### config.mk
export PLATFORM = sky130hd
export DESIGN_NAME = vram_plot_arbiter_flat
export DESIGN_NICKNAME = d
export VERILOG_FILES = /design/src/rtl/vram_pkg.sv /design/src/rtl/vram_plot_arbiter_if.sv /design/src/rtl/rr_arbiter.sv /design/src/rtl/vram_plot_arbiter.sv /design/src/flat_wrapper.sv
export SDC_FILE = /design/constraint.sdc
export NUM_CORES = 1
export LEC_CHECK = 0
export CAP_MARGIN = 20
export CORE_MARGIN = 1
export CORE_UTILIZATION = 46
export CTS_CLUSTER_SIZE = 20
export DETAILED_ROUTE_END_ITERATION = 10
export PLACE_DENSITY = 0.81
export RECOVER_POWER = 25
export SLEW_MARGIN = 20
export SYNTH_ARGS = -nofsm -noshare
export SYNTH_HDL_FRONTEND = slang
export SYNTH_SLANG_ARGS = --single-unit
### constraint.sdc
create_clock -name clock -period 4.04 [get_ports clock]
set_clock_uncertainty 0.1 [all_clocks]
set_input_delay 0.606 -clock clock [delete_from_list [all_inputs] [get_ports clock]]
set_output_delay 0.606 -clock clock [all_outputs]
set_load 0.005 [all_outputs]
### src/rtl/vram_pkg.sv
// Shared constants for the VRAM plot arbiter: resolution-derived geometry,
// colour width helper and controller state encoding.
package vram_pkg;

    typedef logic [55:0] res_t;

    localparam res_t RES_320X240 = "320x240";
    localparam res_t RES_160X120 = "160x120";

    typedef enum logic {
        ST_IDLE,
        ST_CLEAR
    } state_t;

    function automatic int unsigned res_w(input res_t r);
        return (r == RES_160X120) ? 32'd160 : 32'd320;
    endfunction

    function automatic int unsigned res_h(input res_t r);
        return (r == RES_160X120) ? 32'd120 : 32'd240;
    endfunction

    function automatic int unsigned res_xw(input res_t r);
        return (r == RES_160X120) ? 32'd8 : 32'd9;
    endfunction

    function automatic int unsigned res_yw(input res_t r);
        return (r == RES_160X120) ? 32'd7 : 32'd8;
    endfunction

    function automatic int unsigned colour_w(input int unsigned bpc);
        return 32'd3 * bpc;
    endfunction

endpackage

### src/rtl/vram_plot_arbiter_if.sv
// Request, clear-control and video-memory plot signals of the plot arbiter.
// master = drawing engines / memory side, slave = the arbiter.
interface vram_plot_arbiter_if #(
    parameter int unsigned NUM_REQ = 4,
    parameter int unsigned XW      = 9,
    parameter int unsigned YW      = 8,
    parameter int unsigned CW      = 3
);
    logic [NUM_REQ-1:0]    req_valid;
    logic [NUM_REQ*XW-1:0] req_x;
    logic [NUM_REQ*YW-1:0] req_y;
    logic [NUM_REQ*CW-1:0] req_colour;
    logic [NUM_REQ-1:0]    req_ready;
    logic                  clear_start;
    logic [CW-1:0]         clear_colour;
    logic                  clear_busy;
    logic                  clear_done;
    logic [XW-1:0]         plot_x;
    logic [YW-1:0]         plot_y;
    logic [CW-1:0]         plot_colour;
    logic                  plot;
    logic                  drop_pulse;

    modport master (
        output req_valid, req_x, req_y, req_colour, clear_start, clear_colour,
        input  req_ready, clear_busy, clear_done, plot_x, plot_y, plot_colour,
               plot, drop_pulse
    );

    modport slave (
        input  req_valid, req_x, req_y, req_colour, clear_start, clear_colour,
        output req_ready, clear_busy, clear_done, plot_x, plot_y, plot_colour,
               plot, drop_pulse
    );

endinterface

### src/rtl/rr_arbiter.sv
// Round-robin grant: first asserted request at or after the pointer, modulo NUM_REQ.
module rr_arbiter #(
    parameter int unsigned NUM_REQ = 4,
    parameter int unsigned PW      = 2
) (
    input  logic [NUM_REQ-1:0] i_req,
    input  logic [PW-1:0]      i_ptr,
    output logic [NUM_REQ-1:0] o_grant,
    output logic [PW-1:0]      o_idx,
    output logic               o_any
);

    always_comb begin
        o_grant = '0;
        o_idx   = '0;
        o_any   = 1'b0;
        for (int unsigned i = 0; i < NUM_REQ; i++) begin
            int unsigned k;
            k = (32'(i_ptr) + i) % NUM_REQ;
            if (!o_any && i_req[k]) begin
                o_grant[k] = 1'b1;
                o_idx      = PW'(k);
                o_any      = 1'b1;
            end
        end
    end

endmodule

### src/rtl/vram_plot_arbiter.sv
// Shares the video-memory plot port between NUM_REQ drawing requesters
// (round-robin, valid/ready) and runs a full-screen clear sequencer.
module vram_plot_arbiter
    import vram_pkg::*;
#(
    parameter int unsigned NUM_REQ                 = 4,
    parameter res_t        RESOLUTION              = "320x240",
    parameter int unsigned BITS_PER_COLOUR_CHANNEL = 1
) (
    input  logic               clock,
    input  logic               resetn,
    vram_plot_arbiter_if.slave bus
);

    localparam int unsigned W  = res_w(RESOLUTION);
    localparam int unsigned H  = res_h(RESOLUTION);
    localparam int unsigned XW = res_xw(RESOLUTION);
    localparam int unsigned YW = res_yw(RESOLUTION);
    localparam int unsigned CW = colour_w(BITS_PER_COLOUR_CHANNEL);
    localparam int unsigned PW = $clog2(NUM_REQ);

    state_t        r_state, w_state_nxt;
    logic [PW-1:0] r_ptr;
    logic [XW-1:0] r_cx, r_px, w_px_nxt;
    logic [YW-1:0] r_cy, r_py, w_py_nxt;
    logic [CW-1:0] r_ccol, r_pc, w_pc_nxt;
    logic          r_cfin;
    logic          r_plot, w_plot_nxt;
    logic          r_drop, w_drop_nxt;
    logic          r_done, w_done_nxt;
    logic          w_clr_go;

    logic [NUM_REQ-1:0] w_req, w_grant;
    logic [PW-1:0]      w_idx;
    logic               w_any;
    logic [XW-1:0]      w_sel_x;
    logic [YW-1:0]      w_sel_y;
    logic [CW-1:0]      w_sel_c;
    logic               w_in_range;

    // Grants only in IDLE; a clear request or reset suppresses all ready.
    assign w_req = (resetn && (r_state == ST_IDLE) && !bus.clear_start) ? bus.req_valid : '0;

    rr_arbiter #(
        .NUM_REQ(NUM_REQ),
        .PW     (PW)
    ) u_rr (
        .i_req  (w_req),
        .i_ptr  (r_ptr),
        .o_grant(w_grant),
        .o_idx  (w_idx),
        .o_any  (w_any)
    );

    assign w_sel_x    = bus.req_x[w_idx*XW +: XW];
    assign w_sel_y    = bus.req_y[w_idx*YW +: YW];
    assign w_sel_c    = bus.req_colour[w_idx*CW +: CW];
    assign w_in_range = (w_sel_x < XW'(W)) && (w_sel_y < YW'(H));

    always_comb begin
        w_state_nxt = r_state;
        w_plot_nxt  = 1'b0;
        w_px_nxt    = '0;
        w_py_nxt    = '0;
        w_pc_nxt    = '0;
        w_drop_nxt  = 1'b0;
        w_done_nxt  = 1'b0;
        w_clr_go    = 1'b0;
        unique case (r_state)
            ST_IDLE: begin
                if (bus.clear_start) begin
                    w_state_nxt = ST_CLEAR;
                    w_clr_go    = 1'b1;
                end else if (w_any) begin
                    if (w_in_range) begin
                        w_plot_nxt = 1'b1;
                        w_px_nxt   = w_sel_x;
                        w_py_nxt   = w_sel_y;
                        w_pc_nxt   = w_sel_c;
                    end else begin
                        w_drop_nxt = 1'b1;
                    end
                end
            end
            ST_CLEAR: begin
                // r_cfin: last dot already issued; this cycle shows it on the port.
                if (r_cfin) begin
                    w_state_nxt = ST_IDLE;
                    w_done_nxt  = 1'b1;
                end else begin
                    w_plot_nxt = 1'b1;
                    w_px_nxt   = r_cx;
                    w_py_nxt   = r_cy;
                    w_pc_nxt   = r_ccol;
                end
            end
        endcase
    end

    always_ff @(posedge clock or negedge resetn) begin
        if (!resetn) begin
            r_state <= ST_IDLE;
            r_ptr   <= '0;
            r_cx    <= '0;
            r_cy    <= '0;
            r_ccol  <= '0;
            r_cfin  <= 1'b0;
            r_plot  <= 1'b0;
            r_px    <= '0;
            r_py    <= '0;
            r_pc    <= '0;
            r_drop  <= 1'b0;
            r_done  <= 1'b0;
        end else begin
            r_state <= w_state_nxt;
            r_plot  <= w_plot_nxt;
            r_px    <= w_px_nxt;
            r_py    <= w_py_nxt;
            r_pc    <= w_pc_nxt;
            r_drop  <= w_drop_nxt;
            r_done  <= w_done_nxt;
            if (w_any) begin
                r_ptr <= (32'(w_idx) == NUM_REQ - 1) ? '0 : w_idx + 1'b1;
            end
            if (w_clr_go) begin
                r_cx   <= '0;
                r_cy   <= '0;
                r_cfin <= 1'b0;
                r_ccol <= bus.clear_colour;
            end else if ((r_state == ST_CLEAR) && !r_cfin) begin
                if (r_cx == XW'(W - 1)) begin
                    r_cx <= '0;
                    if (r_cy == YW'(H - 1)) begin
                        r_cy   <= '0;
                        r_cfin <= 1'b1;
                    end else begin
                        r_cy <= r_cy + 1'b1;
                    end
                end else begin
                    r_cx <= r_cx + 1'b1;
                end
            end
        end
    end

    assign bus.req_ready   = w_grant;
    assign bus.plot        = r_plot;
    assign bus.plot_x      = r_px;
    assign bus.plot_y      = r_py;
    assign bus.plot_colour = r_pc;
    assign bus.drop_pulse  = r_drop;
    assign bus.clear_done  = r_done;
    assign bus.clear_busy  = (r_state == ST_CLEAR);

endmodule
### src/flat_wrapper.sv
// flat-port wrapper written by rule: the top's interface ports become plain ports
module vram_plot_arbiter_flat import vram_pkg::*;
#(
    parameter int unsigned NUM_REQ                 = 4,
    parameter res_t        RESOLUTION              = "       ",
    parameter int unsigned BITS_PER_COLOUR_CHANNEL = 1
)
  (clock, resetn, bus_req_valid, bus_req_x, bus_req_y, bus_req_colour, bus_clear_start, bus_clear_colour, bus_req_ready, bus_clear_busy, bus_clear_done, bus_plot_x, bus_plot_y, bus_plot_colour, bus_plot, bus_drop_pulse);
  vram_plot_arbiter_if #(.NUM_REQ(NUM_REQ)) bus_i ();
  input  logic clock;
  input  logic resetn;
  input wire logic [$bits(bus_i.req_valid)-1:0] bus_req_valid;
  input wire logic [$bits(bus_i.req_x)-1:0] bus_req_x;
  input wire logic [$bits(bus_i.req_y)-1:0] bus_req_y;
  input wire logic [$bits(bus_i.req_colour)-1:0] bus_req_colour;
  input wire logic [$bits(bus_i.clear_start)-1:0] bus_clear_start;
  input wire logic [$bits(bus_i.clear_colour)-1:0] bus_clear_colour;
  output wire logic [$bits(bus_i.req_ready)-1:0] bus_req_ready;
  output wire logic [$bits(bus_i.clear_busy)-1:0] bus_clear_busy;
  output wire logic [$bits(bus_i.clear_done)-1:0] bus_clear_done;
  output wire logic [$bits(bus_i.plot_x)-1:0] bus_plot_x;
  output wire logic [$bits(bus_i.plot_y)-1:0] bus_plot_y;
  output wire logic [$bits(bus_i.plot_colour)-1:0] bus_plot_colour;
  output wire logic [$bits(bus_i.plot)-1:0] bus_plot;
  output wire logic [$bits(bus_i.drop_pulse)-1:0] bus_drop_pulse;
  assign bus_i.req_valid = bus_req_valid;
  assign bus_i.req_x = bus_req_x;
  assign bus_i.req_y = bus_req_y;
  assign bus_i.req_colour = bus_req_colour;
  assign bus_i.clear_start = bus_clear_start;
  assign bus_i.clear_colour = bus_clear_colour;
  assign bus_req_ready = bus_i.req_ready;
  assign bus_clear_busy = bus_i.clear_busy;
  assign bus_clear_done = bus_i.clear_done;
  assign bus_plot_x = bus_i.plot_x;
  assign bus_plot_y = bus_i.plot_y;
  assign bus_plot_colour = bus_i.plot_colour;
  assign bus_plot = bus_i.plot;
  assign bus_drop_pulse = bus_i.drop_pulse;
  vram_plot_arbiter #(.NUM_REQ(NUM_REQ), .RESOLUTION(RESOLUTION), .BITS_PER_COLOUR_CHANNEL(BITS_PER_COLOUR_CHANNEL)) u_core (.clock(clock), .resetn(resetn), .bus(bus_i));
endmodule
Word level (Yosys, flattened, before mapping)
Index checks and enable logic that the tools add are counted.
{ "totals": {"regBits": 47, "input_bits": 90, "wordCells": 131} }
{ "classes": {"n_addsub": 6, "n_mul": 2, "order_cmp": 10, "n_eq_ne": 3, "shift": 3, "mux": 70, "bitwise": 4, "reduce_logical": 21} }
{ "op_table": {"columns": ["op", "count"], "rows": [
  ["two-way mux 8 bit", 8],
  ["two-way mux 9 bit", 7],
  ["indexed part select 36 x 7 -> 9 bit", 1],
  ["indexed part select 32 x 6 -> 8 bit", 1],
  ["two-way mux 1 bit", 28],
  ["two-way mux 4 bit", 5],
  ["case mux 9 bit (2 select lines)", 1],
  ["case mux 8 bit (2 select lines)", 1],
  ["< comparator 2 x 3 -> 1 bit, second input constant", 4],
  ["two-way mux 3 bit", 4],
  ["bitwise OR 4 bit", 3],
  ["indexed part select 12 x 5 -> 3 bit", 1],
  ["logical AND 1 bit", 11],
  ["two-way mux 2 bit", 5],
  ["adder 9 x 1 -> 9 bit, second input constant", 1],
  ["== test 9 bit, second input constant", 1],
  ["< comparator 9 bit, second input constant", 1],
  ["adder 8 x 1 -> 8 bit, second input constant", 1],
  ["binary-select mux 1 bit (select 2 bit)", 4],
  ["demux 1 bit (select 2 bit)", 4],
  ["== test 8 bit, second input constant", 1],
  [">= comparator 2 x 1 -> 1 bit, second input constant", 4],
  ["< comparator 8 bit, second input constant", 1],
  ["multiplier 2 x 4 -> 6 bit, second input constant", 1],
  ["11 further kinds", 20]
]} }

Logic depth before layout (Yosys ltp)
Gate-level depths: netlist of the first run.
{ "depth": {"ltp_word": 24, "depth_mapped": 14} }

Hierarchy
From an unflattened synthesis of the first run, not the netlist that was laid out.
{ "hier_totals": {"cells_unflattened": 262, "hier_area_um2": 3054.2} }
{ "by_module_without_submodules": {"columns": ["mod", "instances", "cells_per_inst", "area_each_um2"], "rows": [
  ["vram_plot_arbiter", 1, 217, 2635.0],
  ["rr_arbiter", 1, 45, 419.2]
]} }

Worst setup path after synthesis of the first run
Ideal clock, no wire load.
{ "synth_path": {"kind": "register to register", "from": "register u_core.r_ptr[0]", "to": "register u_core.r_drop (netlist: u_core.bus.drop_pulse)", "arrival_time_ns": 3.291, "setup_slack_ns": 0.528, "stages_incl_launch_ff": 14, "path_cell_list": "dfrtp_1 buf_2 buf_2 inv_1 ha_1 mux4_2 nor2b_4 buf_6 o31a_1 a211o_1 a32oi_1 o21ai_1 clkbuf_1 a22o_1"} }
{ "synth_via": {"elab_chain_cells": 20, "elab_cells_between_ends": 35, "classes_between": "add/sub (3); mul (1); order compare (2); shift (2); mux (20); reduce/logical (7)"} }
{ "synth_rtl": {"columns": ["item", "line", "text"], "rows": [
  ["start: declaration", "vram_plot_arbiter.sv:23", "logic [PW-1:0] r_ptr;"],
  ["start signal: assignment", "vram_plot_arbiter.sv:123", "r_ptr <= (32'(w_idx) == NUM_REQ - 1) ? '0 : w_idx + 1'b1;"],
  ["branches (longest 17 deep; another with multiplier 2 x 4 -> 6 bit)", null, null],
  ["two-way mux 1 bit *", "vram_plot_arbiter.sv:74", "end else if (w_any) begin"],
  ["two-way mux 1 bit *", "vram_plot_arbiter.sv:71", "if (bus.clear_start) begin"],
  ["two-way mux 1 bit *", "vram_plot_arbiter.sv:69", "unique case (r_state)"],
  ["net u_core.w_drop_nxt", "vram_plot_arbiter.sv:29", "logic r_drop, w_drop_nxt;"],
  ["end signal: assignment", "vram_plot_arbiter.sv:120", "r_drop <= w_drop_nxt;"],
  ["end: declaration", "vram_plot_arbiter.sv:29", null]
]} }
Mark *: on every way through the listed nets, which the timed path passes. The select of a mux whose other input is x is not followed.
A chain may end at the register's enable or synchronous reset.

Final worst setup path of the first run
{ "layout_path": {"from": "input port bus_req_valid[2]", "to": "output port bus_req_ready[1]"} }
{ "layout_via": {"elab_chain_cells": 13, "elab_cells_between_ends": 25, "classes_between": "mux (16); bitwise (3); reduce/logical (6)"} }
{ "layout_rtl": {"columns": ["item", "line", "text"], "rows": [
  ["start: declaration", "flat_wrapper.sv:12", "input wire logic [$bits(bus_i.req_valid)-1:0] bus_req_valid;"],
  ["two-way mux 4 bit *", "vram_plot_arbiter.sv:42", "assign w_req = (resetn && (r_state == ST_IDLE) && !bus.clear_start) ? bus.req_valid : '0;"],
  ["binary-select mux 1 bit (select 2 bit)", "rr_arbiter.sv:20", "if (!o_any && i_req[k]) begin"],
  ["two-way mux 1 bit (not written as such)", "rr_arbiter.sv:20", null],
  ["two-way mux 1 bit", "rr_arbiter.sv:20", null],
  ["logical NOT 1 bit", "rr_arbiter.sv:20", null],
  ["logical AND 1 bit", "rr_arbiter.sv:20", null],
  ["two-way mux 1 bit", "rr_arbiter.sv:20", null],
  ["logical NOT 1 bit", "rr_arbiter.sv:20", null],
  ["logical AND 1 bit", "rr_arbiter.sv:20", null],
  ["two-way mux 1 bit", "rr_arbiter.sv:20", null],
  ["logical NOT 1 bit", "rr_arbiter.sv:20", null],
  ["logical AND 1 bit", "rr_arbiter.sv:20", null],
  ["two-way mux 4 bit *", "rr_arbiter.sv:20", null],
  ["end: declaration", "flat_wrapper.sv:18", "output wire logic [$bits(bus_i.req_ready)-1:0] bus_req_ready;"]
]} }
Every way passes the cells marked *; elsewhere a longest branch is shown, timed or not. The select of a mux whose other input is x is not followed.

==> metrics, run 1 <==
HP Start=u_core.r_ccol[2]$_DFFE_PN0P_; quantity of gates resized following cts=0; Sw Ratio=0.405; max frequency=263 MHz; Slew @ Worst Pin=2.44 ns; vias in the first global route=3260; Final Hold Fails=0; worst hold path depth=2; WP buf/inv=2; Critical Path AT=3.10 ns; number of hold-repair buffers added at the cts stage=0; Post-Syn Instances=342; RePlAce Congestion=0.875; Setup CP Type=input port to output pin; CP endpoint kind=output pin; Via-to-Cell Ratio=6.14; power consumption=2.23 mW; post-route setup slack=0.234 ns; Max stage delay cell, worst path=clkdlybuf4s50_1; most frequent cell after synthesis=dfrtp_1; Sink Count=47; Port Buf Inserts=117; cell taking the most area after synthesis=dfrtp_1; Period Utilization, post-route=0.942; layout net count=553; max-slew violation count=48; Slew headroom=-0.624; Netlist cell types=54; async set or reset register ratio after synthesis=1.00; average cell area after synthesis=9.88 um2; worst hold-check path type=register to register; RSZ-0062 raised after global routing=no; R2R depth=11; FF-to-FF setup slack=0.62 ns; Post-synth top cells=dfrtp_1, nand2_1, nor2_1; Internal=1.32 mW; DP HPWL=7910 um; clock share of power=0.133; DRT antenna net count=0; ys flop type=dfrtp_1; leakage power=1.81 nW; clock latency at the later pin of the worst-skew pair=0.30 ns; critical path, cell by cell=clkdlybuf4s50_1 > nand2b_1 > mux4_2 > nor3_1 > a22oi_1 > o21ai_0 > clkdlybuf4s50_1; CTS tree=yes; TritonRoute pass-1 iters=7; DR vias=3401; fraction of layout cells with a size suffix above 1=0.120; DIE WIDTH=87.7 um; setup TNS=0 ns; Max Root-Sink Buffers=2; synthesized flop and latch total=47; GRT Total Usage=0.267; # setup viols final=0; Worst R2R End=u_core.bus.drop_pulse$_DFF_PN0_; Synth top area share=0.348; failing checks=capacitance limit, slew limit; core footprint=0.00694 mm2; Syn Nets=438; initial antenna violation count=0; Root Driver=clkbuf_8; Initial Util=0.487; DRC=0; WL/cell=18.4 um; max incr delay on CP=0.61 ns; pin count of the biggest net entering global routing=48; count of flip-flops with a built-in enable after synthesis=0; antenna cell count=0; CP required=3.33 ns; die area=0.00769 mm2; Starting DRT DRC Count=281; Seq pwr share=0.334; Area growth syn-to-layout=40.5%; GR Overflow Total=0; Logic pwr share=0.533; first-pass GRT wire length=15800 um; worst-path maximum fanout=13; Final min period=3.81 ns; Critical Path Start Type=input port; Post-Syn Area=0.00338 mm2; status=finished, violations left; pwr dens=469 mW/mm2; CTS clock-pin slew for the worst setup and hold paths=0.09 ns; Synthesis Warnings=0; Die H=87.7 um; largest cells by area after synthesis=dfrtp_1, mux4_2, a32oi_1; VDD IR max=0.000228 V; Largest delay share family, worst path=buffers and inverters; register area share after synthesis=0.348; cts bufs inserted=5; Setup Fix Bufs, Post-CTS=0; Max-Cap Viols=1; WL final=10200 um; worst hold endpoint=u_core.bus.plot_colour[2]$_DFF_PN0_; Switch Pwr=0.902 mW; Rows=30; reg2reg start=u_core.r_ptr[1]$_DFFE_PN0N_; dpl ws=0.243 ns; Worst Hold Margin=0.412 ns; number of I/O pins=118; H-tree depth=2; CP most frequent cell=clkdlybuf4s50_1
[placed cells by master, fill, tap and decap left out, types with 3 or more instances in the layout]
master / count
a22oi_1: 8
mux2i_1: 8
a32oi_1: 18
clkbuf_8: 6
ha_1: 6
buf_4: 10
nand3_1: 9
o21ai_0: 17
nand4_1: 8
nand2b_1: 9
clkbuf_1: 3
nor3_1: 8
nor2_1: 22
o31ai_1: 4
xnor2_1: 4
nand2_1: 37
inv_1: 6
nor2b_1: 4
o21a_1: 3
xor2_1: 5
mux4_2: 21
clkdlybuf4s50_1: 116
mux2_2: 4
dfrtp_1: 47
a21oi_1: 11
o221ai_1: 3
o21ai_1: 22
and3_1: 3
[power by group through the flow]
stage	registers [mW]	clock network (mW)	logic, mW
finish	0.743	0.297	1.19
global route	0.756	0.323	1.29
CTS	0.735	0.302	1.18
detailed placement	0.745	0	1.17
global placement	0.739	0	1.14
floorplan	0.715	0	0.722
[registers in the layout, summed over array words and instances (netlist names), 2 cells and up]
register / flops
u_core.bus.plot_x: 9
u_core.r_cx: 9
u_core.bus.plot_y: 8
u_core.r_cy: 8
u_core.bus.plot_colour: 3
u_core.r_ccol: 3
u_core.r_ptr: 2
[logic make-up (layout without fill, tap and decap cells)]
family                     Yosys count  after routing  share of synthesized area
AOI/OAI and AO/OA                  106            106                      0.215
xor gates and xnor gates             9              9                     0.0233
adders and majority gates            6              6                     0.0222
buffers and inverters               27            143                     0.0422
DFF                                 47             47                      0.348
muxes                               34             34                      0.180
and+or+nand+nor                    113            113                      0.169
[tightest hold or removal path, delay by kind of cell, from the launching register on]
family / cells / cell delay, ns
flip-flops: 1 / 0.35
AO/OA/AOI/OAI: 2 / 0.13
[through the flow]
step                       util  instance area, um2  instances
final                     0.684                4750        554
after global routing      0.684                4750        554
after CTS                 0.685                4750        554
after detailed placement  0.671                4660        546
after global placement    0.671                4660        546
after floorplan               -                3380        342
[per-layer routing]
metal,global-route usage,vias up,part of all wire
met2,0.470,183,0.50
met4,0.0805,0,0.017
li1,-,1551,-
met5,0,-,0
met1,0.350,1645,0.41
met3,0.0254,22,0.072
[worst max-delay path by stage]
stage | startpoint | end | cells after the start | slack [ns]
after global routing | bus_req_valid[2] | bus_req_ready[1] | 7 | 0.10
final | bus_req_valid[2] | bus_req_ready[1] | 7 | 0.23
after global placement | bus_req_valid[2] | bus_req_ready[2] | 7 | 0.41
after floorplan | u_core.r_ptr[0]$_DFFE_PN0N_ | u_core.bus.drop_pulse$_DFF_PN0_ | 13 | 0.53
after detailed placement | bus_req_valid[2] | bus_req_ready[1] | 7 | 0.24
after CTS | bus_req_valid[2] | bus_req_ready[1] | 7 | 0.24
[final cells by class]
cell class | count | area, um2
fill | 568 | 2200
tap | 96 | 120
inverter | 6 | 22.5
sequential | 47 | 1180
multi-input combinational | 268 | 2070
clock inverter | 1 | 8.76
clock buffer | 7 | 86.3
timing repair buffer | 129 | 1260
Power figures use the tool's default switching activity.
==> inputs of run 2 (changes only) <==
--- a/config.mk
+++ b/config.mk
@@ -6,9 +6,10 @@
 export NUM_CORES = 1
 export LEC_CHECK = 0
 export CAP_MARGIN = 20
+export CORE_ASPECT_RATIO = 0.75
 export CORE_MARGIN = 1
 export CORE_UTILIZATION = 46
-export CTS_CLUSTER_SIZE = 20
+export CTS_CLUSTER_SIZE = 25
 export DETAILED_ROUTE_END_ITERATION = 10
 export PLACE_DENSITY = 0.81
 export RECOVER_POWER = 25
==> metrics, run 2 (synthesis results as in run 1) <==
status=finished, violations left; failing checks=capacitance limit, slew limit; cts bufs inserted=5 (unchanged); number of hold-repair buffers added at the cts stage=0 (unchanged); Slew headroom=-0.558 (+0.0660); clock share of power=0.147 (+0.014); Sink Count=47 (unchanged); Period Utilization, post-route=0.938 (-0.00373); most common cell after layout, fill and taps aside=clkdlybuf4s50_1; Final Non-Filler Cells=557 (+0.54%); Slew @ Worst Pin=2.34 ns (-0.0990 ns); Seq pwr share=0.323 (-0.011); Die H=76.2 um (-13%); CTS clock-pin slew for the worst setup and hold paths=0.08 ns (about the same); Area growth syn-to-layout=41.4%; met3 wire len=1110 um (+51%); leakage power=1.83 nW (+0.69%); GRT Total Usage=0.291 (+0.0239); post-route setup slack=0.249 ns (+0.0151 ns); antenna cell count=0 (unchanged); H-tree depth=2 (unchanged); Switch Pwr=0.936 mW (+3.8%); DIE WIDTH=101 um (+15%); Setup CP Type=input port to output pin; initial antenna violation count=0 (unchanged); layout net count=555 (+0.36%); Largest delay share family, worst path=buffers and inverters; Via-to-Cell Ratio=6.19 (+0.78%); Worst Hold Margin=0.0803 ns (-0.332 ns); commonest non-fill, non-tap cells in the layout=clkdlybuf4s50_1, dfrtp_1, nand2_1; highest routed layer=met4; Internal=1.37 mW (+3.4%); Logic pwr share=0.530 (-0.003); Initial Util=0.485 (-0.00122); max-slew violation count=45 (-6.3%); CP endpoint kind=output pin; RSZ-0062 raised after global routing=no; worst-path maximum fanout=13 (unchanged); clock latency at the later pin of the worst-skew pair=0.30 ns (about the same); CP most frequent cell=clkdlybuf4s50_1; core footprint=0.00696 mm2 (+0.25%); WL final=10900 um (+7.4%); dpl ws=0.265 ns (+0.0215 ns); pwr dens=482 mW/mm2 (+2.9%); Rows=26 (-13%); WP buf/inv=2 (unchanged); DP HPWL=8490 um (+7.3%); Root Driver=clkbuf_8; Max Root-Sink Buffers=2 (unchanged); DRT antenna net count=0 (unchanged); setup TNS=0 ns (unchanged); quantity of gates resized following cts=0 (unchanged); max incr delay on CP=0.59 ns (-0.02 ns); Final min period=3.79 ns (-0.0151 ns); pin count of the biggest net entering global routing=45 (-6.3%); max frequency=264 MHz (+0.40%); # setup viols final=0 (unchanged); worst hold-check path type=input port to async pin; Critical Path Start Type=input port; die area=0.00770 mm2 (about the same); Max stage delay cell, worst path=clkdlybuf4s50_1; WL/cell=19.6 um (+6.8%); Starting DRT DRC Count=355 (+26%); DR vias=3446 (+1.3%); fraction of layout cells with a size suffix above 1=0.124 (+0.00410); GR Overflow Total=0 (unchanged); TritonRoute pass-1 iters=6 (-1); Critical Path AT=3.08 ns (-0.02 ns); Port Buf Inserts=117 (unchanged); Final Hold Fails=0 (unchanged); CTS tree=yes; CP required=3.33 ns (about the same); RePlAce Congestion=0.872 (-0.41%); DRC=0 (unchanged); critical path, cell by cell=clkdlybuf4s50_1 > nand2b_1 > mux4_2 > nor3_1 > a22oi_1 > o21ai_0 > clkdlybuf4s50_1; placed cells=550 (+0.73%); Setup Fix Bufs, Post-CTS=0 (unchanged); Sw Ratio=0.406 (+0.000879); vias in the first global route=3360 (+3.1%); WL met1=4640 um (+11%); first-pass GRT wire length=17300 um (+9.1%); DR WL met2=5050 um (-0.77%); VDD IR max=0.000299 V (+31%); Max-Cap Viols=1 (unchanged); number of I/O pins=118 (unchanged)
run 2: cell types whose count changed in the layout (fill, tap and decap cells not counted), sizes merged:
cell | previous run | this run
buf | 11 | 13
bufinv | 0 | 1
clkbuf | 9 | 8
clkinv | 1 | 0
run 2: cell type report:
cell class                      count  area, um2
Multi-Input combinational cell    268       2080
Clock inverter                      1       30.0
Inverter                            6       22.5
Fill cell                         548       2180
Timing Repair Buffer              131       1280
Tap cell                           98        123
Sequential cell                    47       1180
Clock buffer                        6       72.6
run 2: power groups by stage:
stage               registers, mW  clock network (mW)  logic (mW)
floorplan                   0.715                   0       0.722
global placement            0.746                   0        1.14
detailed placement          0.750                   0        1.19
CTS                         0.740               0.343        1.20
global route                0.762               0.358        1.31
finish                      0.745               0.339        1.22
run 2: path summary, 6_finish.rpt:
check,from,end,cells after the start,slack (ns)
max in group asynchronous,resetn,u_core.bus.plot_x[6]$_DFF_PN0_,2,1.24
worst max-delay path,bus_req_valid[2],bus_req_ready[2],7,0.25
min in group clock,u_core.r_cfin$_DFFE_PN0P_,u_core.r_cx[0]$_DFFE_PN0P_,1,0.42
worst max register to register,u_core.r_ptr[1]$_DFFE_PN0N_,u_core.bus.plot_y[7]$_DFF_PN0_,12,0.54
worst min register to register,u_core.r_cfin$_DFFE_PN0P_,u_core.r_cx[0]$_DFFE_PN0P_,1,0.42
worst min-delay path,resetn,u_core.r_ptr[0]$_DFFE_PN0N_,1,0.08
run 2: metrics by stage:
stage               cell area [um2]   util  total power [mW]
global placement               4680  0.672              1.88
global route                   4780  0.686              2.43
finish                         4780  0.686              2.30
floorplan                      3380      -              1.44
CTS                            4780  0.686              2.28
detailed placement             4680  0.672              1.94
run 2: worst register-to-register path, stage by stage (launching register included):
cell	delay (ns)
dfrtp_1	0.41
inv_1	0.15
ha_1	0.44
mux4_2	0.62
nor2b_4	0.17
nor3_4	0.26
a21oi_4	0.14
buf_12	0.18
buf_4	0.18
o21ai_2	0.17
buf_4	0.31
a32oi_1	0.16
o21ai_1	0.14
run 2: layer usage:
layer	vias up	GRT usage
met2	220	0.458
met3	19	0.0532
met4	0	0.0565
li1	1552	-
met5	-	0
met1	1655	0.423
